### src/rtl/mean_3x3_pkg.sv
// mean_3x3_pkg: shared widths, divide-by-9 reciprocal and pipeline latency for mean_3x3.
package mean_3x3_pkg;
  localparam int DATA_W = 8;
  function automatic int sum_w(input int dw);
    return dw + 4;
  endfunction
  // Shift of SUM_W+3 keeps the reciprocal error below 2^-SUM_W, exact for every reachable sum.
  function automatic int div_shift(input int dw);
    return sum_w(dw) + 3;
  endfunction
  function automatic int div_mul(input int dw);
    return ((1 << div_shift(dw)) + 8) / 9;
  endfunction
  localparam int SUM_W     = sum_w(DATA_W);
  localparam int DIV_SHIFT = div_shift(DATA_W);
  localparam int DIV_MUL   = div_mul(DATA_W);
  localparam int LATENCY   = 3;
endpackage

### src/rtl/mean_3x3_add3.sv
// add3: registered three-input unsigned adder producing one row sum.
module add3 #(
  parameter int IN_W  = 8,
  parameter int OUT_W = 10
) (
  input  logic             clk,
  input  logic             rst,
  input  logic [IN_W-1:0]  a,
  input  logic [IN_W-1:0]  b,
  input  logic [IN_W-1:0]  c,
  output logic [OUT_W-1:0] s
);
  always_ff @(posedge clk)
    s <= rst ? '0 : OUT_W'(a) + OUT_W'(b) + OUT_W'(c);
endmodule

### src/rtl/mean_3x3.sv
// mean_3x3: 3-stage pipelined floor mean of a 3x3 unsigned pixel window.
module mean_3x3 #(
  parameter int DATA_W = 8
) (
  input  logic              clk,
  input  logic              rst,
  input  logic              in_valid,
  input  logic [DATA_W-1:0] p0,
  input  logic [DATA_W-1:0] p1,
  input  logic [DATA_W-1:0] p2,
  input  logic [DATA_W-1:0] p3,
  input  logic [DATA_W-1:0] p4,
  input  logic [DATA_W-1:0] p5,
  input  logic [DATA_W-1:0] p6,
  input  logic [DATA_W-1:0] p7,
  input  logic [DATA_W-1:0] p8,
  output logic              out_valid,
  output logic [DATA_W-1:0] out_pixel
);
  import mean_3x3_pkg::*;
  localparam int RW = DATA_W + 2;
  localparam int SW = sum_w(DATA_W);
  localparam int DS = div_shift(DATA_W);
  localparam logic [DS-1:0] MUL = DS'(div_mul(DATA_W));
  logic [RW-1:0]      row [3];
  logic [SW-1:0]      total;
  logic [SW+DS-1:0]   prod;
  logic [LATENCY-1:0] vld;
  add3 #(.IN_W(DATA_W), .OUT_W(RW)) u_row0 (.clk(clk), .rst(rst), .a(p0), .b(p1), .c(p2), .s(row[0]));
  add3 #(.IN_W(DATA_W), .OUT_W(RW)) u_row1 (.clk(clk), .rst(rst), .a(p3), .b(p4), .c(p5), .s(row[1]));
  add3 #(.IN_W(DATA_W), .OUT_W(RW)) u_row2 (.clk(clk), .rst(rst), .a(p6), .b(p7), .c(p8), .s(row[2]));
  assign prod = {{DS{1'b0}}, total} * {{SW{1'b0}}, MUL};
  always_ff @(posedge clk) begin
    total     <= rst ? '0 : SW'(row[0]) + SW'(row[1]) + SW'(row[2]);
    out_pixel <= rst ? '0 : DATA_W'(prod >> DS);
    vld       <= rst ? '0 : {vld[LATENCY-2:0], in_valid};
  end
  assign out_valid = vld[LATENCY-1];
endmodule

### config.mk
export PLATFORM = sky130hd
export DESIGN_NAME = mean_3x3
export DESIGN_NICKNAME = d
export VERILOG_FILES = /design/src/rtl/mean_3x3_pkg.sv /design/src/rtl/mean_3x3_add3.sv /design/src/rtl/mean_3x3.sv
export SDC_FILE = /design/constraint.sdc
export NUM_CORES = 1
export LEC_CHECK = 0
export ABC_AREA = 1
export BUFFER_PORTS_ARGS = -buffer_cell sky130_fd_sc_hd__buf_2
export CORE_MARGIN = 2
export CORE_UTILIZATION = 50
export CTS_CLUSTER_DIAMETER = 100
export DETAILED_ROUTE_END_ITERATION = 10
export PLACE_DENSITY = 0.76
export SLEW_MARGIN = 5
export SYNTH_ARGS = -nofsm -noshare
export SYNTH_HDL_FRONTEND = slang
export SYNTH_SLANG_ARGS = --single-unit
### constraint.sdc
create_clock -name clk -period 11.45 [get_ports clk]
set_clock_uncertainty 0.15 [all_clocks]
set_input_delay 0.5725 -clock clk [delete_from_list [all_inputs] [get_ports clk]]
set_output_delay 0.5725 -clock clk [all_outputs]
set_load 0.005 [all_outputs]
After elaboration in Yosys (flattened, before gate mapping) --
Index checks and enable logic that the tools add are counted.
Storage, ports and cells: register bits after elaboration 53, logic and storage cells 15, input bits 75
Operators by class: $add $sub $neg 8, $mul 1
Operator list (count):
- $add 10x8->10 | 3
- $add 8x8->9 | 3
- $mul 12x12->23 const B | 1
- $add 11x10->12 | 1
- $add 10x10->11 | 1

Depth between registers and ports, before layout --
Gate-level depths: netlist of run 1.
depth after elaboration 2, gate-level depth with buffers 21

Cells and area by module --
Synthesis of run 1 repeated with hierarchy kept, for this count alone.
Unflattened totals: cells, all modules 898, area, all modules 6535.0 um2
Modules (own cells, without submodules):
- mean_3x3 | cells an instance 431, sequential area each 460.4 um2, instances 1, area each 3523.4 um2
- add3 at u_row0 ... | cells an instance 157, sequential area each 200.2 um2, instances 2, area each 1006.0 um2
- add3 at u_row2 | cells an instance 153, sequential area each 200.2 um2, instances 1, area each 999.7 um2

Least setup slack after synthesis of run 1 --
Ideal clock, no wire load.
kind register -> register, start register total[7], end register out_pixel[0], library setup time 0.113 ns, stages on the path, launching flop included 20, arrival time 3.953 ns, setup slack 7.234 ns, cells stage by stage dfxtp_1 inv_1 fa_1 inv_1 ha_1 inv_1 fa_1 inv_1 fa_1 inv_1 fa_1 inv_1 ha_1 nand2_1 nand2_1 a21oi_1 a21boi_0 nand2_1 nand2_1 nor2_1
On the way: word-level cells in the longest chain between the ends 1
RTL lines:
- from (decl) | line mean_3x3.sv:26 | logic [SW-1:0] total;
- from (signal assigned) | line mean_3x3.sv:34 | total <= rst ? '0 : SW'(row[0]) + SW'(row[1]) + SW'(row[2]);
- $mul 12x12->23 | line mean_3x3.sv:32 | assign prod = {{DS{1'b0}}, total} * {{SW{1'b0}}, MUL};
- to (signal assigned) | line mean_3x3.sv:35 | out_pixel <= rst ? '0 : DATA_W'(prod >> DS);
- to (decl) | line mean_3x3.sv:18 | output logic [DATA_W-1:0] out_pixel
No other way between the ends. A chain may end at the register's enable or synchronous reset.

Worst setup path in the final report of run 1 --
Ends and elaborated chain as after synthesis.

==> results of run 1 <==
[sequential cells by signal, indices dropped and copies added (netlist names)]
name and count:
u_row2.s 10, total 12, vld 3, u_row1.s 10
out_pixel 8, u_row0.s 10
[synth_stat cells (all sizes together) (4+ instances only)]
| cell type | n | area share, % |
|---|---|---|
| fa | 46 | 15 |
| buf | 4 | 0.31 |
| a21oi | 84 | 7.0 |
| nand3 | 27 | 2.2 |
| nor2 | 66 | 4.1 |
| xor2 | 18 | 2.6 |
| o21ai | 32 | 2.7 |
| o21a | 9 | 1.1 |
| xnor2 | 5 | 0.72 |
| nand4 | 11 | 1.1 |
| o211ai | 10 | 1.2 |
| dfxtp | 53 | 17 |
| ha | 124 | 25 |
| inv | 131 | 8.1 |
| a21o | 4 | 0.49 |
| nand2 | 125 | 7.7 |
| nor3 | 4 | 0.41 |
| o21bai | 8 | 1.0 |
[cell usage in the layout, fill, tap and decap left out, types with 2 or more instances in the layout]
| cell | Yosys | routed |
|---|---|---|
| o21a_1 | 9 | 9 |
| xnor2_1 | 5 | 5 |
| o21bai_1 | 7 | 7 |
| clkbuf_16 | 0 | 5 |
| a21oi_1 | 83 | 83 |
| o21ai_0 | 25 | 25 |
| dfxtp_1 | 53 | 53 |
| nor2_1 | 64 | 64 |
| nand2_1 | 125 | 125 |
| xor2_1 | 18 | 18 |
| buf_2 | 3 | 83 |
| o211ai_1 | 10 | 10 |
| ha_1 | 124 | 124 |
| nand4_1 | 11 | 11 |
| o21ai_1 | 6 | 6 |
| fa_1 | 46 | 46 |
| nor3_1 | 3 | 3 |
| nor2_2 | 2 | 2 |
| nand3_1 | 27 | 27 |
| a21o_1 | 4 | 4 |
| inv_1 | 129 | 129 |
| nor4_1 | 2 | 2 |
| nand3b_1 | 3 | 3 |
[stage by stage]
stage,cells,utilization [%],hold slack [ps],area (sq um)
final,1004,57.0,254,6810
after global placement,996,55.8,241,6670
after CTS,1004,57.0,255,6810
after floorplan,771,-,238,6090
after detailed placement,996,55.8,245,6670
after global routing,1004,57.0,270,6810
[per-layer routing]
layer | up-vias | global-route usage (%) | wire (microns)
met2 | 127 | 37.4 | 6120
met5 | - | 0 | 0
met4 | 0 | 6.59 | 264
li1 | 2714 | - | -
met1 | 2393 | 26.9 | 5880
met3 | 20 | 2.44 | 513
[worst reg2reg max path, cell delays in order (launching register included)]
cell	delay, ps
dfxtp_1	440
inv_1	90
fa_1	540
inv_1	40
ha_1	290
inv_1	70
fa_1	540
inv_1	50
fa_1	530
inv_1	60
fa_1	530
inv_1	50
ha_1	310
nand2_1	70
nand2_1	70
a21oi_1	170
a21boi_0	270
nand2_1	90
nand2_1	60
nor2_1	50
[how the worst max path moves through the flow]
stage / start / endpoint / slack (ps) / depth (start not counted)
floorplan: total[7] / out_pixel[0] / 7230 / 19
global placement: total[7] / out_pixel[0] / 7020 / 19
detailed placement: total[7] / out_pixel[0] / 6900 / 19
CTS: total[7] / out_pixel[0] / 6860 / 19
global route: total[9] / out_pixel[0] / 6530 / 19
finish: total[7] / out_pixel[0] / 6870 / 19
[cell type report]
class,count,area share [%]
Clock buffer,6,1.89
Timing Repair Buffer,83,6.10
Sequential cell,53,15.6
Multi-Input combinational cell,581,66.2
Clock inverter,2,0.202
Inverter,132,7.31
Tap cell,147,2.70
[logic make-up after synthesis]
| group | Yosys count |
|---|---|
| simple gates | 238 |
| buf+inv | 137 |
| flops | 53 |
| xor+xnor | 23 |
| compound gates | 150 |
| fa+ha+maj | 170 |
==> results.toml, run 1 <==
[synth]
synth_top_flop_cell = "dfxtp_1"
synth_fa_ha_area_share_pct = 40.6
ys_ff_latch = 53
synth-compound-area-share_pct = 14.0
avgSynthCellArea_sq_um = 7.90
yosys.area_share.simple_pct = 16.2
synthCells = 771
yosysWarnings = 0
synth_xor_area_share_pct = 3.31
synth_top_family_by_area = "adder cells"
synth_edf_count = 0
synth_seq_area_share_pct = 17.4
synth_mux_area_share_pct = 0
synth_area_sq_um = 6090
ys_types = 34
synth_nets = 1016
async_flop_share_pct = 0

[sta]
maxSlewHeadroom_pct = 36.4
fmax_mhz = 218
rsz0062_at_grt = "no"
hold_violations = 0
final-setup-viol-count = 0
slew_violations = 0
timing.final.ws_setup_ps = 6870
period_minus_slack_ps = 4580
max_slew.worst_pin.slew_ps = 949
min_period_over_period_pct = 40.0
setup_tns_ps = 0

[floorplan]
die_area_sq_um = 13100
num_rows = 40
start_util_pct = 51.0
die_h_microns = 114
ios = 84
die_w_microns = 114
core_area_sq_um = 12000

[clock_network]
clk_latency_ps = 300
cts_buffer_depth = 2
cts.clk_slew.worst_paths_ps = 80
cts_tree = "built"
post_cts_buffers = 0
cts_root_buf = "clkbuf_16"
cts_htree_levels = 2
cts_hold_buf = 0
numCtsBuffers = 5
cts_sinks = 53
ctsResizeCount = 0

[placement]
dp_slack_ps = 6900
port_buffers = 83
place.gp.congestion = 0.941
hpwlAfterDp_mm = 11.2

[setup_path]
reg2reg_to = "out_pixel[0]"
startpoint_type = "register"
cp_slowest_cell = "fa_1"
cp.arrival_ps = 4620
worst_path_dominant_cell_family = "adder cells"
reg2reg_from = "total[7]"
critical_path_class = "register to register"
end_kind = "register"
r2r_setup_slack_ps = 6870
max_stage_delay_ps = 540
reg2reg_depth = 19
cp_cell_sequence = "inv_1 > fa_1 > inv_1 > ha_1 > inv_1 > fa_1 > inv_1 > fa_1 > inv_1 > fa_1 > inv_1 > ha_1 > nand2_1 > nand2_1 > a21oi_1 > a21boi_0 > nand2_1 > nand2_1 > nor2_1"
critPathRequiredTime_ps = 11490
crit_fanout = 4
critPathBufInv = 6
cpMostUsedCell = "inv_1"

[routing]
antenna_left = 0
remaining_drc_errors = 0
routed_wl_mm = 12.8
drtIter0Drc = 225
via_per_inst = 5.23
dr.pass1.iters = 5
vias = 5254
post_drt_wl_per_cell_microns = 12.7

[finish]
seq_area_sq_um = 1060
antenna-diode-count = 0
nets = 1101
fillers = 1137
drive_above_1_share_pct = 11.6
multi_input_area_sq_um = 4510
syn_to_final_growth_pct = 11.8

[grt]
grt_first_pass_wirelength_mm = 22.3
overflow = 0
antenna_found_initial = 0
grt_pass1_vias = 5141
track_usage_pct = 21.1
grt_max_degree = 37

[hold_path]
hp-start = "vld[0]"
hold_class = "register to register"
whs_endpoint = "vld[1]"
hold_depth = 2

[flow_run]
drv_cap = 0

[status]
status = "finished clean"
Power of run 1 is not shown: default switching activity piles up to over one toggle a cycle in this logic, so the estimate is an artifact.
==> run 2: changes to the inputs <==
clock period = 4.5 ns   (was 11.45 ns; I/O delays follow)
==> run 2 against run 1 <==
Register-to-register slack got worse by 6700 ps. Fmax increased by 6.5%. Utilization increased by 0.75 points. Worst hold slack got worse by 140 ps. Sequential cell count unchanged. Non-clock buffer count increased by 6. Critical path depth unchanged. Sequential share of layout area decreased by 0.19 points.
==> results.toml, run 2 (synthesis results as in run 1) <==
[clock_network]
cts_htree_levels = 2
cts_tree = "built"
clk_latency_ps = 300
numCtsBuffers = 5
cts_root_buf = "clkbuf_16"
cts_buffer_depth = 2
cts.clk_slew.worst_paths_ps = 70
cts_sinks = 53

[sta]
fmax_mhz = 233
slew_violations = 0
final-setup-viol-count = 0
hold_violations = 0
maxSlewHeadroom_pct = 34.1
min_period_over_period_pct = 95.6
period_minus_slack_ps = 4300
max_slew.worst_pin.slew_ps = 983

[grt]
antenna_found_initial = 0
grt_pass1_vias = 4911
overflow = 0
grt_first_pass_wirelength_mm = 22.2
grt_max_degree = 37
track_usage_pct = 21.1

[finish]
drive_above_1_share_pct = 12.7
largest_reg_flops = 12
final_common_cell = "inv_1"
syn_to_final_growth_pct = 13.3
most-common-layout-cells = "inv_1, nand2_1, ha_1"
utilization_pct = 57.7
antenna-diode-count = 0
top_register = "total"
nets = 1107

[setup_path]
critical_path_class = "register to register"
max_stage_delay_ps = 540
cp_cell_sequence = "inv_1 > fa_1 > inv_1 > ha_1 > inv_1 > fa_1 > inv_1 > fa_1 > inv_1 > fa_1 > inv_1 > ha_1 > nand2_1 > nand2_1 > a21oi_2 > a21boi_2 > nand2_1 > nand2_1 > nor2_1"
crit_fanout = 3
startpoint_type = "register"
cp_slowest_cell = "fa_1"
cpMostUsedCell = "inv_1"
critPathRequiredTime_ps = 4540
end_kind = "register"
cp.arrival_ps = 4340

[routing]
routed_wl_mm = 12.8
via_per_inst = 5.15
dr.pass1.iters = 5
post_drt_wl_per_cell_microns = 12.7
vias = 5204
antenna_left = 0
drtIter0Drc = 253
remaining_drc_errors = 0

[floorplan]
num_rows = 40
die_h_microns = 114
start_util_pct = 51.0
ios = 84
core_area_sq_um = 12000
die_w_microns = 114
die_area_sq_um = 13100

[placement]
port_buffers = 83
hpwlAfterDp_mm = 11.0
place.gp.congestion = 0.908

[flow_run]
drv_cap = 0

[status]
status = "finished clean"

[hold_path]
hold_class = "input port to register"
[run 2: cell count changes in the layout (fill, tap and decap cells not counted), sizes merged]
cell / change
buf: +5
bufinv: +1
clkbuf: -1
dlygate4sd3: +1
[run 2: cell type report]
type,instances,area (sq um)
tap,147,184
clock inverter,3,43.8
fill,1094,5060
timing repair buffer,89,463
multi-input combinational,581,4530
inverter,132,498
clock buffer,5,125
sequential,53,1060
[run 2: worst paths after layout]
path         startpoint      endpoint  slack (ps)  depth (start not counted)
min reg2reg      vld[0]        vld[1]         260                          2
max            total[7]  out_pixel[0]         200                         19
min               p8[0]   u_row2.s[0]         110                          4
max reg2reg    total[7]  out_pixel[0]         200                         19
[run 2: per-stage QoR]
stage / TNS (ps) / cells / setup WS [ps] / area, sq um / hold WS, ps
final: 0 / 1010 / 200 / 6900 / 114
after global routing: -5.22 / 1010 / -5.22 / 6900 / 145
after CTS: 0 / 1010 / 93.6 / 6890 / 111
after detailed placement: 0 / 1001 / 101 / 6710 / 247
after global placement: 0 / 1001 / 201 / 6710 / 244
after floorplan: 0 / 771 / 284 / 6090 / 182
[run 2: what timing repair did]
| action | in CTS | in global routing |
|---|---|---|
| hold buffers | 1 | 0 |
| hold endpoints to repair | 1 | 0 |
| gates resized for setup | 0 | 6 |
| endpoints found under the setup margin | 0 | 5 |
| setup buffers | 0 | 0 |
[run 2: critical path: cells and delay by family, from the launching register on]
family | cells | cell delay, ps
flip-flops | 1 | 330
AND/OR/NAND/NOR | 5 | 360
adder cells (fa/ha/maj) | 6 | 2680
buffers and inverters | 6 | 300
AO/OA/AOI/OAI | 2 | 370
[run 2: layer usage]
layer | global-route usage, % | part of all wire (%) | vias up
met2 | 36.0 | 47 | 103
met5 | 0 | 0 | -
met4 | 3.98 | 0.98 | 0
met3 | 2.65 | 4.9 | 11
met1 | 29.0 | 47 | 2365
li1 | - | - | 2725
Power of run 2 is left out for the same reason.
==> run 3: changes to the inputs <==
CORE_MARGIN = 5   (was 2)
==> run 3 against run 2 <==
Register-to-register slack is essentially flat. Worst setup slack improved by 5.4 ps. Largest cell class unchanged. Die area is 11% higher. Critical endpoint is now out_pixel[3]. First-iteration DRC count is 9.1% lower. Final cell count barely moved. Final area shrank 0.24%. Via count is essentially flat. Worst hold slack got worse by 8.5 ps.
==> results.toml, run 3 (synthesis results as in run 1) <==
[status]
status = "finished clean"

[floorplan]
start_util_pct = 51.0
num_rows = 40
ios = 84
die_w_microns = 120
core_area_sq_um = 12000
die_area_sq_um = 14500
die_h_microns = 120

[finish]
final_common_cell = "inv_1"
antenna-diode-count = 0
fillers = 1065
final_cells = 1009
drive_above_1_share_pct = 12.9
most-common-layout-cells = "inv_1, nand2_1, ha_1"
syn_to_final_growth_pct = 13.0
seq_area_sq_um = 1060
largest_reg_flops = 12
nets = 1106
utilization_pct = 57.6
top_register = "total"
multi_input_area_sq_um = 4540

[setup_path]
max_stage_delay_ps = 530
critical_path_class = "register to register"
crit_start = "total[7]"
crit_fanout = 4
cpMostUsedCell = "inv_1"
critPathRequiredTime_ps = 4550
cp.arrival_ps = 4340
reg2reg_depth = 20
critical_path_depth = 20
critPathBufInv = 6
startpoint_type = "register"
cp_slowest_cell = "fa_1"
cp_cell_sequence = "inv_1 > fa_1 > inv_1 > ha_1 > inv_1 > fa_1 > inv_1 > fa_1 > inv_1 > fa_1 > inv_1 > ha_4 > nand2_1 > o21a_1 > nor2_1 > nor2_1 > nand2_1 > nand2_1 > nand2_1 > nor2_1"
end_kind = "register"
worst_path_dominant_cell_family = "adder cells"
reg2reg_from = "total[7]"

[routing]
drtIter0Drc = 230
remaining_drc_errors = 0
antenna_left = 0
routed_wl_mm = 12.6
vias = 5199
post_drt_wl_per_cell_microns = 12.5
dr.pass1.iters = 5
via_per_inst = 5.15

[hold_path]
hold_class = "input port to register"
hp-start = "p8[0]"
hold_depth = 4

[sta]
setup_tns_ps = 0
fmax_mhz = 233
hold_violations = 0
slew_violations = 0
max_slew.worst_pin.slew_ps = 981
period_minus_slack_ps = 4290
final-setup-viol-count = 0
rsz0062_at_grt = "no"
maxSlewHeadroom_pct = 34.2
min_period_over_period_pct = 95.4

[clock_network]
cts_buffer_depth = 2
cts_htree_levels = 2
cts_tree = "built"
numCtsBuffers = 5
post_cts_buffers = 0
cts.clk_slew.worst_paths_ps = 70
clk_latency_ps = 300
cts_root_buf = "clkbuf_16"
cts_sinks = 53

[placement]
port_buffers = 83
hpwlAfterDp_mm = 11.1
place.gp.congestion = 0.929
dp.cells = 1000

[grt]
grt_pass1_vias = 5195
antenna_found_initial = 0
overflow = 0
grt_first_pass_wirelength_mm = 22.4
grt_max_degree = 37
track_usage_pct = 18.8

[flow_run]
drv_cap = 0
==> run 3: cell count changes in the layout (fill, tap and decap cells not counted), sizes merged <==
cell and delta:
bufinv -1, buf -1, clkinvlp +1
==> run 3: final cells by class <==
type	instances	share of cell area (%)
inverter	132	7.23
timing repair buffer	88	6.61
clock inverter	3	0.309
tap	147	2.67
multi-input combinational	581	65.9
sequential	53	15.4
clock buffer	5	1.82
==> run 3: metal layers <==
| metal | share of wire (%) | wire length [microns] | track usage, % | vias up |
|---|---|---|---|---|
| met4 | 2.0 | 258 | 5.45 | 0 |
| met2 | 47 | 5940 | 33.0 | 115 |
| met1 | 45 | 5740 | 23.7 | 2340 |
| li1 | - | - | - | 2726 |
| met3 | 5.4 | 678 | 3.46 | 18 |
| met5 | 0 | 0 | 0 | - |
==> run 3: repair_timing <==
item	CTS	global route
gates resized for setup	0	8
endpoints found under the setup margin	0	7
hold endpoints to repair	1	0
hold buffers	1	0
==> run 3: worst min-delay path, cell delays in order <==
cell and delay [ps]:
buf_2 80, ha_1 120, inv_1 30, nor2_1 60
==> run 3: per-stage QoR <==
stage	instance area, sq um	setup WS, ps	hold WS, ps
after floorplan	6090	284	182
after global placement	6700	183	239
after detailed placement	6700	127	250
after CTS	6860	110	106
after global routing	6890	5.93	144
final	6890	205	106
==> run 3: worst paths after layout <==
kind | slack (ps) | end
min reg2reg | 250 | vld[1]
max | 210 | out_pixel[3]
min | 110 | u_row2.s[0]
max reg2reg | 210 | out_pixel[3]
Power of run 3 is left out for the same reason.
